==> src/rtl/data_sync.sv <==
// Destination-side bus synchronizer: the enable level passes through a flop chain and its
// rising edge captures a held-stable bus, which is offered downstream via valid/ready.
`timescale 1ns/1ps
module data_sync #(
  parameter int BUS_WIDTH  = 8,
  parameter int NUM_STAGES = 2
) (
  input  logic                 clk,
  input  logic                 rst,
  input  logic [BUS_WIDTH-1:0] unsync_bus,
  input  logic                 bus_enable,
  output logic [BUS_WIDTH-1:0] sync_bus,
  output logic                 sync_valid,
  input  logic                 sync_ready,
  output logic                 enable_pulse,
  output logic                 overrun,
  input  logic                 overrun_clr
);

  logic [NUM_STAGES-1:0] sync_ff_q;
  logic                  en_q;
  logic [BUS_WIDTH-1:0]  sync_bus_q, sync_bus_d;
  logic                  sync_valid_q, sync_valid_d;
  logic                  enable_pulse_q;
  logic                  overrun_q, overrun_d;
  logic                  rise;
  logic                  accept;

  // Only the enable level is metastability-hardened; the bus is already stable when sampled.
  always_ff @(posedge clk or negedge rst) begin
    if (!rst) begin
      sync_ff_q <= '0;
      en_q      <= 1'b0;
    end else begin
      sync_ff_q <= {sync_ff_q[NUM_STAGES-2:0], bus_enable};
      en_q      <= sync_ff_q[NUM_STAGES-1];
    end
  end

  assign rise   = sync_ff_q[NUM_STAGES-1] & ~en_q;
  assign accept = sync_valid_q & sync_ready;

  always_comb begin
    sync_bus_d   = sync_bus_q;
    sync_valid_d = sync_valid_q;
    overrun_d    = overrun_q;
    if (rise) begin
      sync_bus_d   = unsync_bus;
      sync_valid_d = 1'b1;
    end else if (accept) begin
      sync_valid_d = 1'b0;
    end
    // A capture over an unconsumed word sets the flag, and that beats a same-cycle clear.
    if (rise && sync_valid_q && !sync_ready) begin
      overrun_d = 1'b1;
    end else if (overrun_clr) begin
      overrun_d = 1'b0;
    end
  end

  always_ff @(posedge clk or negedge rst) begin
    if (!rst) begin
      sync_bus_q     <= '0;
      sync_valid_q   <= 1'b0;
      enable_pulse_q <= 1'b0;
      overrun_q      <= 1'b0;
    end else begin
      sync_bus_q     <= sync_bus_d;
      sync_valid_q   <= sync_valid_d;
      enable_pulse_q <= rise;
      overrun_q      <= overrun_d;
    end
  end

  assign sync_bus     = sync_bus_q;
  assign sync_valid   = sync_valid_q;
  assign enable_pulse = enable_pulse_q;
  assign overrun      = overrun_q;

endmodule

==> config.mk <==
export PLATFORM = sky130hd
export DESIGN_NAME = data_sync
export DESIGN_NICKNAME = d
export VERILOG_FILES = /design/src/rtl/data_sync.sv
export SDC_FILE = /design/constraint.sdc
export NUM_CORES = 1
export LEC_CHECK = 0
export ABC_AREA = 1
export CORE_MARGIN = 10
export CORE_UTILIZATION = 33
export DETAILED_ROUTE_END_ITERATION = 10
export HOLD_SLACK_MARGIN = 0.06
export PLACE_DENSITY = 0.7
export SETUP_SLACK_MARGIN = 0.1
export SLEW_MARGIN = 20
export SYNTH_ARGS = -nofsm -noshare
export SYNTH_HDL_FRONTEND = slang
export SYNTH_SLANG_ARGS = --single-unit
==> constraint.sdc <==
create_clock -name clk -period 0.8 [get_ports clk]
set_input_delay 0.08 -clock clk [delete_from_list [all_inputs] [get_ports clk]]
set_output_delay 0.08 -clock clk [all_outputs]
set_load 0.02 [all_outputs]
# After elaboration in Yosys (flattened, before gate mapping)

Cells that the tools add are included.

Add/subtract/negate cells: 0
Multipliers: 0
Div/mod/pow operators: 0
Order comparisons: 0
Eq/ne operators: 0
Shift operators: 0
Mux-type cells: 4
Bitwise operators: 3
Reduce and logical (&&, ||, !) cells: 5

Operator list:

| kind               | number |
|---|---|
| 1-bit 2-to-1 mux   | 4 |
| 2-bit nonzero test | 2 |
| 1-bit bitwise AND  | 2 |
| 1-bit logical AND  | 2 |
| 1-bit zero test    | 1 |
| 1-bit NOT          | 1 |

Register bits: 14
Bits in latches: 0
Memory bits (writable): 0
ROM bits: 0
Output and inout bits: 11
Memories kept: 0

# Logic depth before layout (Yosys ltp)

Word-level depth: 5
Gate-level depth with buffers: 4

# Worst setup path before layout

OpenSTA, ideal clock, no wires.

Path kind: register to register
Start point: register en_q
End point: register sync_bus_q[0], in the netlist sync_bus[0]
Arrival time: 644 ps
Slack: 40 ps
Stages on the path, launching flop included: 5
Buffers on the path: 0
Clock period less this slack: 760 ps
Path through: dfrtp_1 inv_2 nand2_2 nand2_1 nand2_1

Cells in the longest elaborated chain, start to end: 2

RTL lines:

| item                   | line | source |
|---|---|---|
| from (decl)            | 21   | `logic en_q;` |
| from (signal assigned) | 36   | `en_q <= sync_ff_q[NUM_STAGES-1];` |
| 1-bit NOT              | 40   | `assign rise = sync_ff_q[NUM_STAGES-1] & ~en_q;` |
| 1-bit bitwise AND      | 40   |  |
| to (signal assigned)   | 68   | `sync_bus_q <= sync_bus_d;` |
| to (decl)              | 22   | `logic [BUS_WIDTH-1:0] sync_bus_q, sync_bus_d;` |

No other way between the ends.
A chain may end at the register's enable or synchronous reset.

# Final worst setup path

Start point: register sync_bus_q[5], in the netlist sync_bus[5]
End point: output sync_bus[5]

RTL lines:

| item      | line | source |
|---|---|---|
| to (decl) | 12   | `output logic [BUS_WIDTH-1:0] sync_bus,` |

No word-level cell between the ends.

==> qor.yml <==
outcome:
  status: "complete, but fails checks"
  violations: "setup timing"
global_route:
  grt_pass1_vias: 434
  grt_start_max_net_pins: 15
  grt_pass1_wl_microns: 2210
  track_usage_pct: 8.35
  antenna_found_initial: 0
  grt_overflow: 0
layout:
  drive_gt1_share_pct: 34.1
  nNetsFinal: 99
  antenna_cells: 0
  final_cells: 100
  final_core_util_pct: 65.3
  syn_to_final_growth_pct: 78.9
routing:
  drt_iter0_markers: 2
  wl_per_cell_microns: 13.8
  drc: 0
  ant_nets: 0
  dr_total_vias: 412
  viasPerCell: 4.12
  wl_microns: 1380
  drtPass1Iterations: 2
run:
  maxCapViolCount: 0
clock_tree:
  clkTransAtPathRegs_ns: 0.08
  cts-root-to-sink-buffers: 2
  cts-root-buf: "clkbuf_4"
  cts_buffers: 3
  htree_levels: 1
  cts_tree: "done"
  clkLatencyLatePin_ns: 0.27
  clock_sinks: 14
critical_path:
  crit_slowest_cell: "dfrtp_1"
  rr_startpoint: "sync_ff_q[1]"
  path_cells: "buf_6"
  cp_max_fo: 2
  crit_cells: 1
  crit_path_end_kind: "output pin"
  critical_path_class: "register to output pin"
  startpoint: "sync_bus[5]"
  crit_family: "flip-flops"
  cp.required_ns: 0.72
  r2r_cells: 4
  crit_path_start_kind: "register"
  critPathMaxStageDelay_ns: 0.40
  crit_arrival_ns: 0.81
  worst-path-buf-inv: 1
power_and_ir_drop:
  power.density_nw_per_um2: 2000
  p_leak_nw: 0.461
  power.total_w: 0.00177
  vdd_ir_drop_max_uv: 1210
synth:
  yosys.area.top_type: "dfrtp_1"
  yosysWarnings: 0
  syn_nets: 62
  syn_area_per_cell_sq_um: 10.1
  ys_ff_latch: 14
  ys_seq_area_share_pct: 71.1
  synth_cell_types: 8
  synthTopCellsByArea: "dfrtp_1, nand2_1, nor2_4"
  synth_cells: 49
  synth_area_sq_um: 493
  yosysTopAreaCellShare_pct: 71.1
sta:
  hold_viol: 0
  tightest_slew_ns: 0.163
  hold_ws_ns: 0.137
  setup_ws_ns: -0.0912
  fmax_ghz: 1.12
  rsz0062_at_grt: "yes"
  fin_skew_ns: 0.00119
  final.setup.tns_ns: -1.26
  finalSetupViolCount: 21
  period_share_pct: 111
  slew_headroom_pct: 89.0
  maxSlewViolCount: 0
  fin_crit_ns: 0.891
place:
  gp_congestion: 0.661
  portBuffers: 23
  placed_cells: 88
floorplan:
  rows: 13
  die_area_sq_um: 3440
  die_w_microns: 58.7
  io_pins: 24
  initial_utilization_pct: 36.5
  die_h_microns: 58.7
  core_area_sq_um: 1350
hold_path:
  holdCritPathClass: "input pin to async pin"
## cell type report
type,instances,area [sq um]
Fill cell,117,468
Sequential cell,14,352
Timing Repair Buffer,31,317
Multi-Input combinational cell,32,144
Clock buffer,4,36.3
Tap cell,15,18.8
Inverter,4,15.0
## placed cells by master (no fill, tap or decap), drive strengths merged
cell type,n
nand2,28
buf,19
dfrtp,14
clkdlybuf4s50,12
clkbuf,4
inv,4
nor2,3
o21ai,1
## final timing paths
check                               end  slack [ns]
setup / recovery            sync_bus[5]       -0.09
hold / removal              sync_bus[6]        0.14
setup reg to reg            sync_bus[2]       -0.06
hold reg to reg            sync_ff_q[1]        0.35
max in group asynchronous          en_q        0.54
min in group clk           sync_ff_q[0]        0.26
## synth_stat cells (all sizes together)
| cell | n |
|---|---|
| dfrtp | 14 |
| inv | 4 |
| nand2 | 28 |
| nor2 | 2 |
| o21ai | 1 |
## registers in the layout (all words and copies together), names as in the netlist
name	count
enable_pulse	1
overrun	1
sync_valid	1
en_q	1
sync_ff_q	2
sync_bus	8
## kinds of logic after synthesis
kind of cell / count (synthesis) / synth area share, %
AND/OR/NAND/NOR: 30 / 24.9
flip-flops: 14 / 71.1
buffers and inverters: 4 / 3.05
AO/OA/AOI/OAI: 1 / 1.01
## report_power, final
group | switching (W) | leakage [nW] | internal (W)
Combinational | 0.000195 | 0.269 | 0.000256
Clock | 0.000209 | 0.0210 | 0.000276
Sequential | 0.0000543 | 0.171 | 0.000777
## metal layers
layer	track usage (%)	up-vias	part of all wire, %
met5	0	-	0
met4	3.93	0	2.0
met3	4.29	2	9.1
met2	13.1	16	49
met1	9.17	176	40
li1	-	218	-
## repair_timing
item / 4_1_cts / 5_1_grt
hold buffers: 0 / 0
resized for setup: 68 / 1
setup buffers: 3 / 4
gates cloned: 1 / 0
endpoints found under the setup margin: 22 / 22
pin swaps: 1 / 4
## metrics by stage
step	instance area (sq um)	setup slack (ns)
2_1_floorplan	493	0.0396
3_3_place_gp	762	-0.217
3_5_place_dp	762	-0.231
4_1_cts	847	-0.0964
5_1_grt	882	-0.137
6_report	882	-0.0912
(Power assumes the default switching activity.)
